--- src/rtl/op_unit.sv ---
`default_nettype none
// ============================================================================
// Module   : op_unit
// Purpose  : Operational (datapath) unit that sits opposite a microprogrammed
//            control automaton. Each clock it executes the microoperation
//            strobes t1..t9 and returns the branch conditions x and y.
//            State: accumulator A, operand B, carry flag cf, step counter C,
//            and a result latch R with a ready flag rdy. Together these
//            support load / add / shift / counted-loop sequences such as
//            shift-add multiplication.
//
// Ports    : clk            rising-edge clock
//            res            asynchronous active-high reset
//            t1             A <= A + B, carry out into cf
//            t2             C <= C + 1 (wraps)
//            t3             A <= din_a
//            t4             B <= din_b
//            t5             A shift right, cf into MSB
//            t6             B <= B << 1
//            t7             C <= 0
//            t8             cf <= 0
//            t9             R <= A, rdy <= 1
//            din_a[W-1:0]   accumulator load data
//            din_b[W-1:0]   operand load data
//            x              condition A[0]
//            y              condition C == COUNT_LAST
//            result[W-1:0]  latched result R
//            rdy            result valid
//
// Revision : 1.0 - initial release
// ============================================================================
module op_unit #(
    parameter int WIDTH      = 8,
    parameter int CW         = 4,
    parameter int COUNT_LAST = 7
) (
    input  logic             clk,
    input  logic             res,
    input  logic             t1,
    input  logic             t2,
    input  logic             t3,
    input  logic             t4,
    input  logic             t5,
    input  logic             t6,
    input  logic             t7,
    input  logic             t8,
    input  logic             t9,
    input  logic [WIDTH-1:0] din_a,
    input  logic [WIDTH-1:0] din_b,
    output logic             x,
    output logic             y,
    output logic [WIDTH-1:0] result,
    output logic             rdy
);

    localparam logic [CW-1:0] c_C_ONE  = {{(CW-1){1'b0}}, 1'b1};
    localparam logic [CW-1:0] c_C_LAST = CW'(COUNT_LAST);

    // ------------------------------------------------------------------------
    // Registers
    // ------------------------------------------------------------------------
    logic [WIDTH-1:0] r_a;
    logic [WIDTH-1:0] r_b;
    logic             r_cf;
    logic [CW-1:0]    r_c;
    logic [WIDTH-1:0] r_r;
    logic             r_rdy;

    // ------------------------------------------------------------------------
    // Next-state values; every term reads only pre-edge register values, so
    // strobes fired together never chain through one another.
    // ------------------------------------------------------------------------
    logic [WIDTH:0]   w_sum;    // carry-extended A + B
    logic [WIDTH-1:0] w_a_nxt;
    logic             w_cf_nxt;
    logic [WIDTH-1:0] w_b_nxt;
    logic [CW-1:0]    w_c_nxt;
    logic [WIDTH-1:0] w_r_nxt;
    logic             w_rdy_nxt;

    assign w_sum = {1'b0, r_a} + {1'b0, r_b};

    // Accumulator: load wins; add+shift together keep the carry by taking
    // the upper WIDTH bits of the WIDTH+1-bit sum (one shift-add step).
    always_comb begin
        w_a_nxt = r_a;
        if (t3) begin
            w_a_nxt = din_a;
        end else if (t1 && t5) begin
            w_a_nxt = w_sum[WIDTH:1];
        end else if (t1) begin
            w_a_nxt = w_sum[WIDTH-1:0];
        end else if (t5) begin
            w_a_nxt = {r_cf, r_a[WIDTH-1:1]};
        end
    end

    // Carry flag: only a plain add leaves a carry behind. The combined
    // add+shift has already consumed its carry into A, and a plain shift
    // consumes the old cf into the MSB.
    always_comb begin
        w_cf_nxt = r_cf;
        if (t8 || t3) begin
            w_cf_nxt = 1'b0;
        end else if (t1 && t5) begin
            w_cf_nxt = 1'b0;
        end else if (t1) begin
            w_cf_nxt = w_sum[WIDTH];
        end else if (t5) begin
            w_cf_nxt = 1'b0;
        end
    end

    // Operand register: load over shift-left.
    always_comb begin
        w_b_nxt = r_b;
        if (t4) begin
            w_b_nxt = din_b;
        end else if (t6) begin
            w_b_nxt = {r_b[WIDTH-2:0], 1'b0};
        end
    end

    // Step counter: clear over increment; natural wrap at 2^CW.
    always_comb begin
        w_c_nxt = r_c;
        if (t7) begin
            w_c_nxt = '0;
        end else if (t2) begin
            w_c_nxt = r_c + c_C_ONE;
        end
    end

    // Result latch: t9 captures the pre-edge A and wins over the
    // ready-clearing effect of a fresh accumulator load.
    always_comb begin
        w_r_nxt   = r_r;
        w_rdy_nxt = r_rdy;
        if (t9) begin
            w_r_nxt   = r_a;
            w_rdy_nxt = 1'b1;
        end else if (t3) begin
            w_rdy_nxt = 1'b0;
        end
    end

    // ------------------------------------------------------------------------
    // State update
    // ------------------------------------------------------------------------
    always_ff @(posedge clk or posedge res) begin
        if (res) begin
            r_a   <= '0;
            r_b   <= '0;
            r_cf  <= 1'b0;
            r_c   <= '0;
            r_r   <= '0;
            r_rdy <= 1'b0;
        end else begin
            r_a   <= w_a_nxt;
            r_b   <= w_b_nxt;
            r_cf  <= w_cf_nxt;
            r_c   <= w_c_nxt;
            r_r   <= w_r_nxt;
            r_rdy <= w_rdy_nxt;
        end
    end

    // ------------------------------------------------------------------------
    // Conditions and outputs: decoded from registers only, so the automaton
    // sees the post-edge state without any combinational input path.
    // ------------------------------------------------------------------------
    assign x      = r_a[0];
    assign y      = (r_c == c_C_LAST);
    assign result = r_r;
    assign rdy    = r_rdy;

endmodule
`default_nettype wire
--- config.mk ---
export PLATFORM = sky130hd
export DESIGN_NAME = op_unit
export DESIGN_NICKNAME = d
export VERILOG_FILES = /design/src/rtl/op_unit.sv
export SDC_FILE = /design/constraint.sdc
export NUM_CORES = 1
export LEC_CHECK = 0
export BUFFER_PORTS_ARGS = -buffer_cell sky130_fd_sc_hd__buf_2
export CAP_MARGIN = 20
export CORE_UTILIZATION = 30
export DETAILED_ROUTE_END_ITERATION = 10
export PLACE_DENSITY_LB_ADDON = 0.15
export SLEW_MARGIN = 20
export SYNTH_ARGS = -nofsm -noshare
export SYNTH_HDL_FRONTEND = slang
export SYNTH_SLANG_ARGS = --single-unit
--- constraint.sdc ---
create_clock -name clk -period 2.1 [get_ports clk]
set_clock_uncertainty 0.15 [all_clocks]
set_input_delay 0.21 -clock clk [delete_from_list [all_inputs] [get_ports clk]]
set_output_delay 0.21 -clock clk [all_outputs]
set_load 0.005 [all_outputs]
==> flow_metrics.tcl, run 1 <==
set metrics [dict create \
    drive_gt1_share_pct 37.9 \
    max_freq_ghz 0.434 \
    wl_um 4010 \
    cts_made_buffers 5 \
    yosys.area.top_type_share_pct 41.6 \
    seqCellArea_sq_um 751 \
    dp_worst_setup_slack_ps -217 \
    hold_path_class "primary input to flip-flop" \
    synth_seq_cells 30 \
    nFillCells 572 \
    grtUsageTotal_pct 14.2 \
    multi_input_area_sq_mm 0.00110 \
    dp_hpwl_um 2980 \
    fp.dieW_um 79.6 \
    finalCoreUtilization_pct 44.1 \
    max_stage_delay_ps 460 \
    cts-htree-levels 2 \
    start_util_pct 32.0 \
    avgSynthCellArea_sq_um 9.81 \
    nNetsFinal 284 \
    grt-ovfl-total 0 \
    dieArea_sq_mm 0.00633 \
    clk_pin_slew_ps 70 \
    endpoint_kind "flip-flop" \
    slew_headroom_pct 73.6 \
    grt_pass1_vias 1474 \
    worstPathArrival_ps 2330 \
    placement_rows 27 \
    grt_pass1_wl_um 6930 \
    io_buffer_count 37 \
    yosys.cell_types.count 38 \
    grt_max_degree 31 \
    setup_viol 2 \
    power_density_mw_per_mm2 850 \
    drtIter0Drc 62 \
    areaGrowthSynthToFinish_pct 37.9 \
    vias 1524 \
    violations "negative setup slack" \
    syn_area_sq_mm 0.00181 \
    fin_ws_ps -206 \
    cts_sinks 30 \
    dr.pass1.iters 4 \
    final_cell_area_sq_mm 0.00249 \
    design.core.area_sq_mm 0.00564 \
    worst-path-buf-inv 1 \
    synth_cells 184 \
    worst-setup-path-type "flip-flop to flip-flop" \
    vias_per_cell 4.76 \
    finalWorstPathRequiredPeriod_ps 2310 \
    clockBufferDepth 2 \
    rsz0062_at_grt "true" \
    synth-edff-count 0 \
    hold_viol 0 \
    slowest_stage "mux4_2" \
    async_reset_ff_share_pct 100 \
    worstPathCellList "ha_2 -> inv_2 -> fa_2 -> nor2b_4 -> o22ai_2 -> xnor2_2 -> mux4_2 -> mux2_4" \
    diodes 0 \
    critPathMaxFanout 2 \
    status "finished with violations" \
    crit_family "multiplexers" \
    antenna_found_initial 0 \
    globalplace.congestion 0.712 \
    peakVddDrop_v 0.000326 \
    syn-num-nets 221 \
    cts_tree "yes" \
    insertion_delay_ps 280 \
    synthFlopType "dfrtp_1" \
    worst_ep_required_time_ps 2120 \
    p_leak_nw 1.17 \
    slew_viol_final 0 \
    total_power_mw 2.12 \
    yosysSeqAreaShare_pct 41.6 \
    fin_tns_setup_ps -337 \
    drcViolationCount 0 \
    io-pin-count 38 \
    drv_cap 0 \
    synth.largest_area_cell "dfrtp_1" \
    root_buffer "clkbuf_8" \
    detailed_place.area_sq_mm 0.00219 \
    worstMarginPinSlew_ps 396 \
    die_h_um 79.6 \
    fin_crit_sh_pct 110 \
    detail-route-antenna-nets 0 \
    synth_area_leaders "dfrtp_1 (42%), o21ai_0 (6.7%), ha_1 (6.2%)" \
    ys_warn_count 0 \
    wire_per_inst_um 12.5 \
    cp-start-kind "flip-flop" \
]
[placed cells by master, fill, tap and decap left out, types with 2 or more instances in the layout]
| cell | count |
|---|---|
| mux4_2 | 2 |
| xnor2_1 | 2 |
| nand2b_1 | 2 |
| a21oi_1 | 8 |
| dfrtp_1 | 30 |
| nor2_1 | 12 |
| nor2b_1 | 2 |
| a21o_1 | 2 |
| dlygate4sd3_1 | 9 |
| buf_2 | 37 |
| ha_1 | 7 |
| mux2i_1 | 10 |
| clkbuf_8 | 8 |
| o21ai_1 | 3 |
| buf_4 | 17 |
| nand3_1 | 4 |
| o21ai_0 | 21 |
| nand2_1 | 20 |
| mux2_2 | 10 |
| xor2_1 | 4 |
| nor2_2 | 2 |
| inv_1 | 5 |
[sequential cells by signal (all words and copies together), names as in the netlist]
register  cells
r_b           8
r_c           4
r_cf          1
r_a           8
rdy           1
result        8
[metal layers]
layer | global-route usage (%) | up-vias | share of wire, %
met5 | 0 | - | 0
met4 | 4.55 | 0 | 1.2
met3 | 4.34 | 4 | 4.5
met2 | 21.0 | 31 | 43
met1 | 19.6 | 709 | 51
li1 | - | 780 | -
[final timing paths]
check	start	cells after the start	slack, ps	end
max	r_b[0]$_DFFE_PP0P_	8	-210	r_a[3]$_DFFE_PP0P_
min	din_b[6]	3	10	r_b[6]$_DFFE_PP0P_
max reg2reg	r_b[0]$_DFFE_PP0P_	8	-210	r_a[3]$_DFFE_PP0P_
min reg2reg	rdy$_DFFE_PP0P_	1	340	rdy$_DFFE_PP0P_
max in group asynchronous	res	4	1120	r_a[6]$_DFFE_PP0P_
min in group asynchronous	res	4	390	r_b[5]$_DFFE_PP0P_
[cells in the mapped netlist, types with 3 or more instances]
library cell	n
dfrtp_1	30
o21ai_0	24
nand2_1	20
nor2_1	14
mux2_2	10
mux2i_1	10
ha_1	9
a21oi_1	8
clkbuf_1	7
inv_1	6
nand3_1	4
xor2_1	4
nand2b_1	3
nor2b_1	3
xnor2_1	3
[cell families (layout without fill, tap and decap cells)]
family / Yosys count / after routing / share of synthesized area (%)
multiplexers: 23 / 23 / 15.3
XOR/XNOR: 7 / 7 / 3.40
flip-flops: 30 / 30 / 41.6
AO/OA/AOI/OAI: 46 / 46 / 15.2
adder cells (fa/ha/maj): 10 / 10 / 7.35
buffers and inverters: 14 / 78 / 3.12
AND/OR/NAND/NOR: 54 / 54 / 14.1
[final cells by class]
cell class	count	share of cell area (%)
Tap cell	72	3.62
Sequential cell	30	30.2
Multi-Input combinational cell	140	44.3
Clock buffer	8	4.42
Timing Repair Buffer	64	16.6
Inverter	6	0.905
[worst min-delay path, stage by stage]
cell and delay (ps):
buf_2 70, nand2_1 40, o21ai_0 80
[report_power, final]
| group | switching [mW] | internal, mW | total, mW | leakage, nW |
|---|---|---|---|---|
| Combinational | 0.380 | 0.441 | 0.821 | 0.746 |
| Clock | 0.228 | 0.331 | 0.559 | 0.0575 |
| Sequential | 0.0662 | 0.671 | 0.737 | 0.365 |
| Total | 0.674 | 1.44 | 2.12 | 1.17 |
[stage by stage]
step	instances	hold WS [ps]
2_1_floorplan	184	126
3_3_place_gp	303	162
3_5_place_dp	303	170
4_1_cts	320	7.48
5_1_grt	320	17.4
6_report	320	14.5
[repair_timing]
item                       4_1_cts  5_1_grt
pin swaps                        0        8
setup endpoints to repair        5        7
gates resized for setup          0       23
hold endpoints to repair        41        0
buffers inserted                 0        1
hold buffers                     9        0
Note: power is estimated with default switching activity, not from simulation.
==> run 2, diff against run 1 <==
- CAP_MARGIN: 20 -> unset
- PLACE_DENSITY: unset -> 0.58
- PLACE_DENSITY_LB_ADDON: 0.15 -> unset
==> run 2 against run 1 <==
The run still ends with negative setup slack left. Via count shrank 0.39%. Die area unchanged. Critical endpoint unchanged. Count of clock-buffer cells in the layout decreased by 3. Flip-flop and latch count unchanged.
==> flow_metrics.tcl, run 2 (synthesized netlist as in run 1, its figures left out) <==
set metrics [dict create \
    status "finished with violations" \
    violations "negative setup slack" \
    rsz0062_at_grt "true" \
    total_power_mw 2.09 \
    clockBufferDepth 2 \
    root_buffer "clkbuf_8" \
    detailed_place.area_sq_mm 0.00219 \
    diodes 0 \
    power_density_mw_per_mm2 858 \
    grt_max_degree 31 \
    die_h_um 79.6 \
    fin_tns_setup_ps -321 \
    final_cell_area_sq_mm 0.00243 \
    crit_family "multiplexers" \
    layout.cells.most_common "buf_2" \
    grt_pass1_wl_um 6760 \
    max_stage_delay_ps 470 \
    hp-start "din_b[1]" \
    grt_pass1_vias 1452 \
    slew_viol_final 0 \
    design.core.area_sq_mm 0.00564 \
    r2r_end "r_a[3]$_DFFE_PP0P_" \
    drv_cap 0 \
    finalWorstPathRequiredPeriod_ps 2310 \
    slowest_stage "mux4_2" \
    vias_per_cell 4.74 \
    final_cell_mix "buf_2 (37), dfrtp_1 (30), o21ai_0 (23), nand2_1 (20), buf_4 (19)" \
    drcViolationCount 0 \
    io_buffer_count 37 \
    io-pin-count 38 \
    hold_path_class "primary input to flip-flop" \
    wire_per_inst_um 12.6 \
    critPathMaxFanout 2 \
    worstPathArrival_ps 2330 \
    cp-start-kind "flip-flop" \
    cts-htree-levels 2 \
    start_util_pct 32.0 \
    grt-ovfl-total 0 \
    worst-setup-path-type "flip-flop to flip-flop" \
    dieArea_sq_mm 0.00633 \
    fin_ws_ps -207 \
    worst_ep_required_time_ps 2130 \
    setup_viol 2 \
    worstMarginPinSlew_ps 400 \
    cts_sinks 30 \
    wl_um 4030 \
    clk_pin_slew_ps 70 \
    placement_rows 27 \
    endpoint_kind "flip-flop" \
    cts_tree "yes" \
    vias 1518 \
    cts_made_buffers 5 \
    ff2ff_path_depth 8 \
    dp_hpwl_um 3010 \
    slew_headroom_pct 73.3 \
    grtUsageTotal_pct 13.8 \
    hold_path_end "r_b[1]$_DFFE_PP0P_" \
    antenna_found_initial 0 \
    peakVddDrop_v 0.000326 \
    dr.pass1.iters 6 \
    detail-route-antenna-nets 0 \
    worstPathCellList "ha_2 -> inv_2 -> fa_2 -> nor2b_2 -> o22ai_2 -> xnor2_2 -> mux4_2 -> mux2_4" \
    drtIter0Drc 83 \
    hold_viol 0 \
    nNetsFinal 284 \
    whs_path_depth 3 \
    p_leak_nw 1.15 \
    drive_gt1_share_pct 35.9 \
    r2r_slack_ps -210 \
    placed_cells_incl_taps 303 \
    areaGrowthSynthToFinish_pct 34.9 \
    fp.dieW_um 79.6 \
    rr_startpoint "r_a[0]$_DFFE_PP0P_" \
    worst-path-buf-inv 1 \
    fin_crit_sh_pct 110 \
    final-instance-count-excl-fill 320 \
    max_freq_ghz 0.434 \
    globalplace.congestion 0.740 \
    insertion_delay_ps 290 \
    finalCoreUtilization_pct 43.2 \
]
[run 2: changes by cell type in the layout (fill, tap and decap cells not counted), sizes merged]
cell / change
buf: +1
bufinv: +1
clkbuf: -3
clkinv: +2
dlygate4sd3: -1
[run 2: metal layers]
| metal | GRT usage (%) | share of wire (%) | vias to the layer above | routed length [um] |
|---|---|---|---|---|
| met1 | 19.3 | 52 | 698 | 2090 |
| li1 | - | - | 781 | - |
| met5 | 0 | 0 | - | 0 |
| met3 | 2.86 | 3.9 | 6 | 156 |
| met4 | 4.91 | 1.5 | 0 | 60 |
| met2 | 20.7 | 43 | 33 | 1720 |
[run 2: cell type report]
cell class	count	area [sq um]
Fill cell	563	3210
Inverter	6	22.5
Clock inverter	3	40.0
Tap cell	72	90.1
Clock buffer	5	68.8
Multi-Input combinational cell	140	1050
Sequential cell	30	751
Timing Repair Buffer	64	408
[run 2: report_power, final]
part	switching [mW]	internal (mW)	total (mW)
clock	0.229	0.349	0.578
sequential	0.0657	0.671	0.737
combinational	0.364	0.411	0.775
total	0.659	1.43	2.09
[run 2: through the flow]
step	worst slack, ps	hold WS, ps
2_1_floorplan	-161	126
3_3_place_gp	-143	153
3_5_place_dp	-208	161
4_1_cts	-203	0.376
5_1_grt	-279	16.0
6_report	-207	2.89
[run 2: worst register-to-register path: stages, from the launching register on]
cell and delay (ps):
dfrtp_1 360, ha_2 190, inv_2 40, fa_2 340, nor2b_2 150, o22ai_2 90
xnor2_2 140, mux4_2 470, mux2_4 280
[run 2: how the worst max path moves through the flow]
stage	startpoint	endpoint	slack [ps]	cells after the start
6_report	r_a[0]$_DFFE_PP0P_	r_a[3]$_DFFE_PP0P_	-210	8
5_1_grt	r_a[0]$_DFFE_PP0P_	r_a[3]$_DFFE_PP0P_	-280	8
4_1_cts	r_a[0]$_DFFE_PP0P_	r_a[3]$_DFFE_PP0P_	-200	8
3_5_place_dp	r_a[1]$_DFFE_PP0P_	r_a[3]$_DFFE_PP0P_	-210	6
3_3_place_gp	r_a[0]$_DFFE_PP0P_	r_a[3]$_DFFE_PP0P_	-140	8
2_1_floorplan	r_a[0]$_DFFE_PP0P_	r_a[3]$_DFFE_PP0P_	-160	8
[run 2: timing repair]
item,CTS,global route
hold buffers,8,0
endpoints found under the setup margin,6,7
setup buffers,0,1
hold endpoints to repair,40,0
resized for setup,6,6
pin swaps,3,5
==> run 3, diff against run 2 <==
- CORE_UTILIZATION: 30 -> 49
- PLACE_DENSITY: 0.58 -> 0.83
==> run 3 against run 2 <==
The run ends with negative hold slack, negative setup slack left. Flip-flop and latch count did not move. Die area is 38% lower. Non-clock buffer count rose by 1. Total power grew 1.3%. Sequential share of layout area up 0.18 points. Sequential power about the same. Fmax down 2.6%. Combinational power is 3.0% higher. Count of clock-buffer cells in the layout unchanged. Wire length increased by 8.7%. Cell count down 7.8%. Critical path depth is 2 lower.
==> flow_metrics.tcl, run 3 (synthesized netlist as in run 1, its figures left out) <==
set metrics [dict create \
    io-pin-count 38 \
    status "finished with violations" \
    dieArea_sq_mm 0.00393 \
    fin_tns_setup_ps -732 \
    fp.dieW_um 62.7 \
    die_h_um 62.7 \
    placement_rows 21 \
    cts-htree-levels 2 \
    grt_max_degree 31 \
    met2RoutedLength_um 2110 \
    vias 1622 \
    detail-route-antenna-nets 0 \
    endpoint_kind "flip-flop" \
    worst-setup-path-type "flip-flop to flip-flop" \
    finalCoreUtilization_pct 70.3 \
    layout.cells.most_common "buf_2" \
    grt_pass1_vias 1529 \
    cts_made_buffers 5 \
    root_buffer "clkbuf_8" \
    r2r_slack_ps -270 \
    grtUsageTotal_pct 22.2 \
    setup_viol 6 \
    cts_sinks 30 \
    slew_headroom_pct 73.2 \
    diodes 0 \
    insertion_delay_ps 290 \
    cts_tree "yes" \
    top_layer "met4" \
    total_power_mw 2.12 \
    max_freq_ghz 0.422 \
    areaGrowthSynthToFinish_pct 34.1 \
    io_buffer_count 37 \
    grt_pass1_wl_um 6690 \
    peakVddDrop_v 0.000364 \
    clk_pin_slew_ps 70 \
    violations "negative hold slack, negative setup slack" \
    worst_ep_required_time_ps 2130 \
    whs_ps -7.77 \
    antenna_found_initial 0 \
    met3_length_um 228 \
    finalWorstPathRequiredPeriod_ps 2370 \
    rsz0062_at_grt "true" \
    globalplace.congestion 0.811 \
    wl_um 4380 \
    met1_length_um 1920 \
    final_cell_area_sq_mm 0.00242 \
    wire_per_inst_um 14.8 \
    hold_path_class "primary input to flip-flop" \
    drive_gt1_share_pct 35.7 \
    power_density_mw_per_mm2 874 \
    drv_cap 0 \
    dp_hpwl_um 2780 \
    drcViolationCount 0 \
    grt-ovfl-total 0 \
    clockBufferDepth 2 \
    start_util_pct 52.5 \
    design.core.area_sq_mm 0.00344 \
    vias_per_cell 5.50 \
    fin_crit_sh_pct 113 \
    critPathMaxFanout 3 \
    cp-start-kind "flip-flop" \
    worstPathArrival_ps 2400 \
    slew_viol_final 0 \
    p_leak_nw 1.16 \
    hold_viol 1 \
    detailed_place.area_sq_mm 0.00211 \
    dr.pass1.iters 7 \
    fin_ws_ps -269 \
    final_cell_mix "buf_2 (37), dfrtp_1 (30), nand2_1 (20), o21ai_0 (20), buf_4 (16)" \
    nNetsFinal 285 \
    worstMarginPinSlew_ps 398 \
    drtIter0Drc 73 \
]
[run 3: layout make-up]
cell class	instances	area [sq um]
Multi-Input combinational cell	140	1050
Fill cell	266	1020
Sequential cell	30	751
Timing Repair Buffer	65	428
Clock buffer	5	68.8
Tap cell	46	57.6
Clock inverter	3	40.0
Inverter	6	22.5
[run 3: metrics by stage]
step	hold slack (ps)	setup WS, ps	cells
CTS	0.810	-213	294
finish	-7.77	-269	295
global route	5.47	-312	295
floorplan	126	-161	184
global placement	148	-130	271
detailed placement	155	-258	271
[run 3: critical path, stage by stage, from the launching register on]
cell and delay, ps:
dfrtp_1 410, ha_1 350, a211oi_2 320, nor2_1 120, xor2_1 170, mux4_2 470, mux2_2 270
[run 3: routing by layer]
metal | global-route usage (%) | up-vias
met3 | 5.66 | 14
met5 | 0 | -
met1 | 27.2 | 760
met4 | 9.88 | 0
met2 | 36.5 | 63
li1 | - | 785
[run 3: path summary, 6_finish.rpt]
path	startpoint	end	depth (start not counted)
min reg2reg	rdy$_DFFE_PP0P_	rdy$_DFFE_PP0P_	1
min	din_b[3]	r_b[3]$_DFFE_PP0P_	3
max	r_a[1]$_DFFE_PP0P_	r_a[2]$_DFFE_PP0P_	6
min in group asynchronous	res	r_c[2]$_DFFE_PP0P_	4
max reg2reg	r_a[1]$_DFFE_PP0P_	r_a[2]$_DFFE_PP0P_	6
max in group asynchronous	res	r_b[0]$_DFFE_PP0P_	4
[run 3: what timing repair did]
item	CTS	global route
resized for setup	6	12
buffers inserted	5	2
pin swaps	5	11
hold endpoints to repair	42	0
setup endpoints to repair	6	8
cloned	0	0
hold buffers	10	0
[run 3: power by group]
group,switching [mW],total (mW),leakage [nW],internal [mW]
Sequential,0.0685,0.739,0.365,0.671
Clock,0.230,0.579,0.0579,0.349
Combinational,0.385,0.798,0.741,0.413
Total,0.684,2.12,1.16,1.43
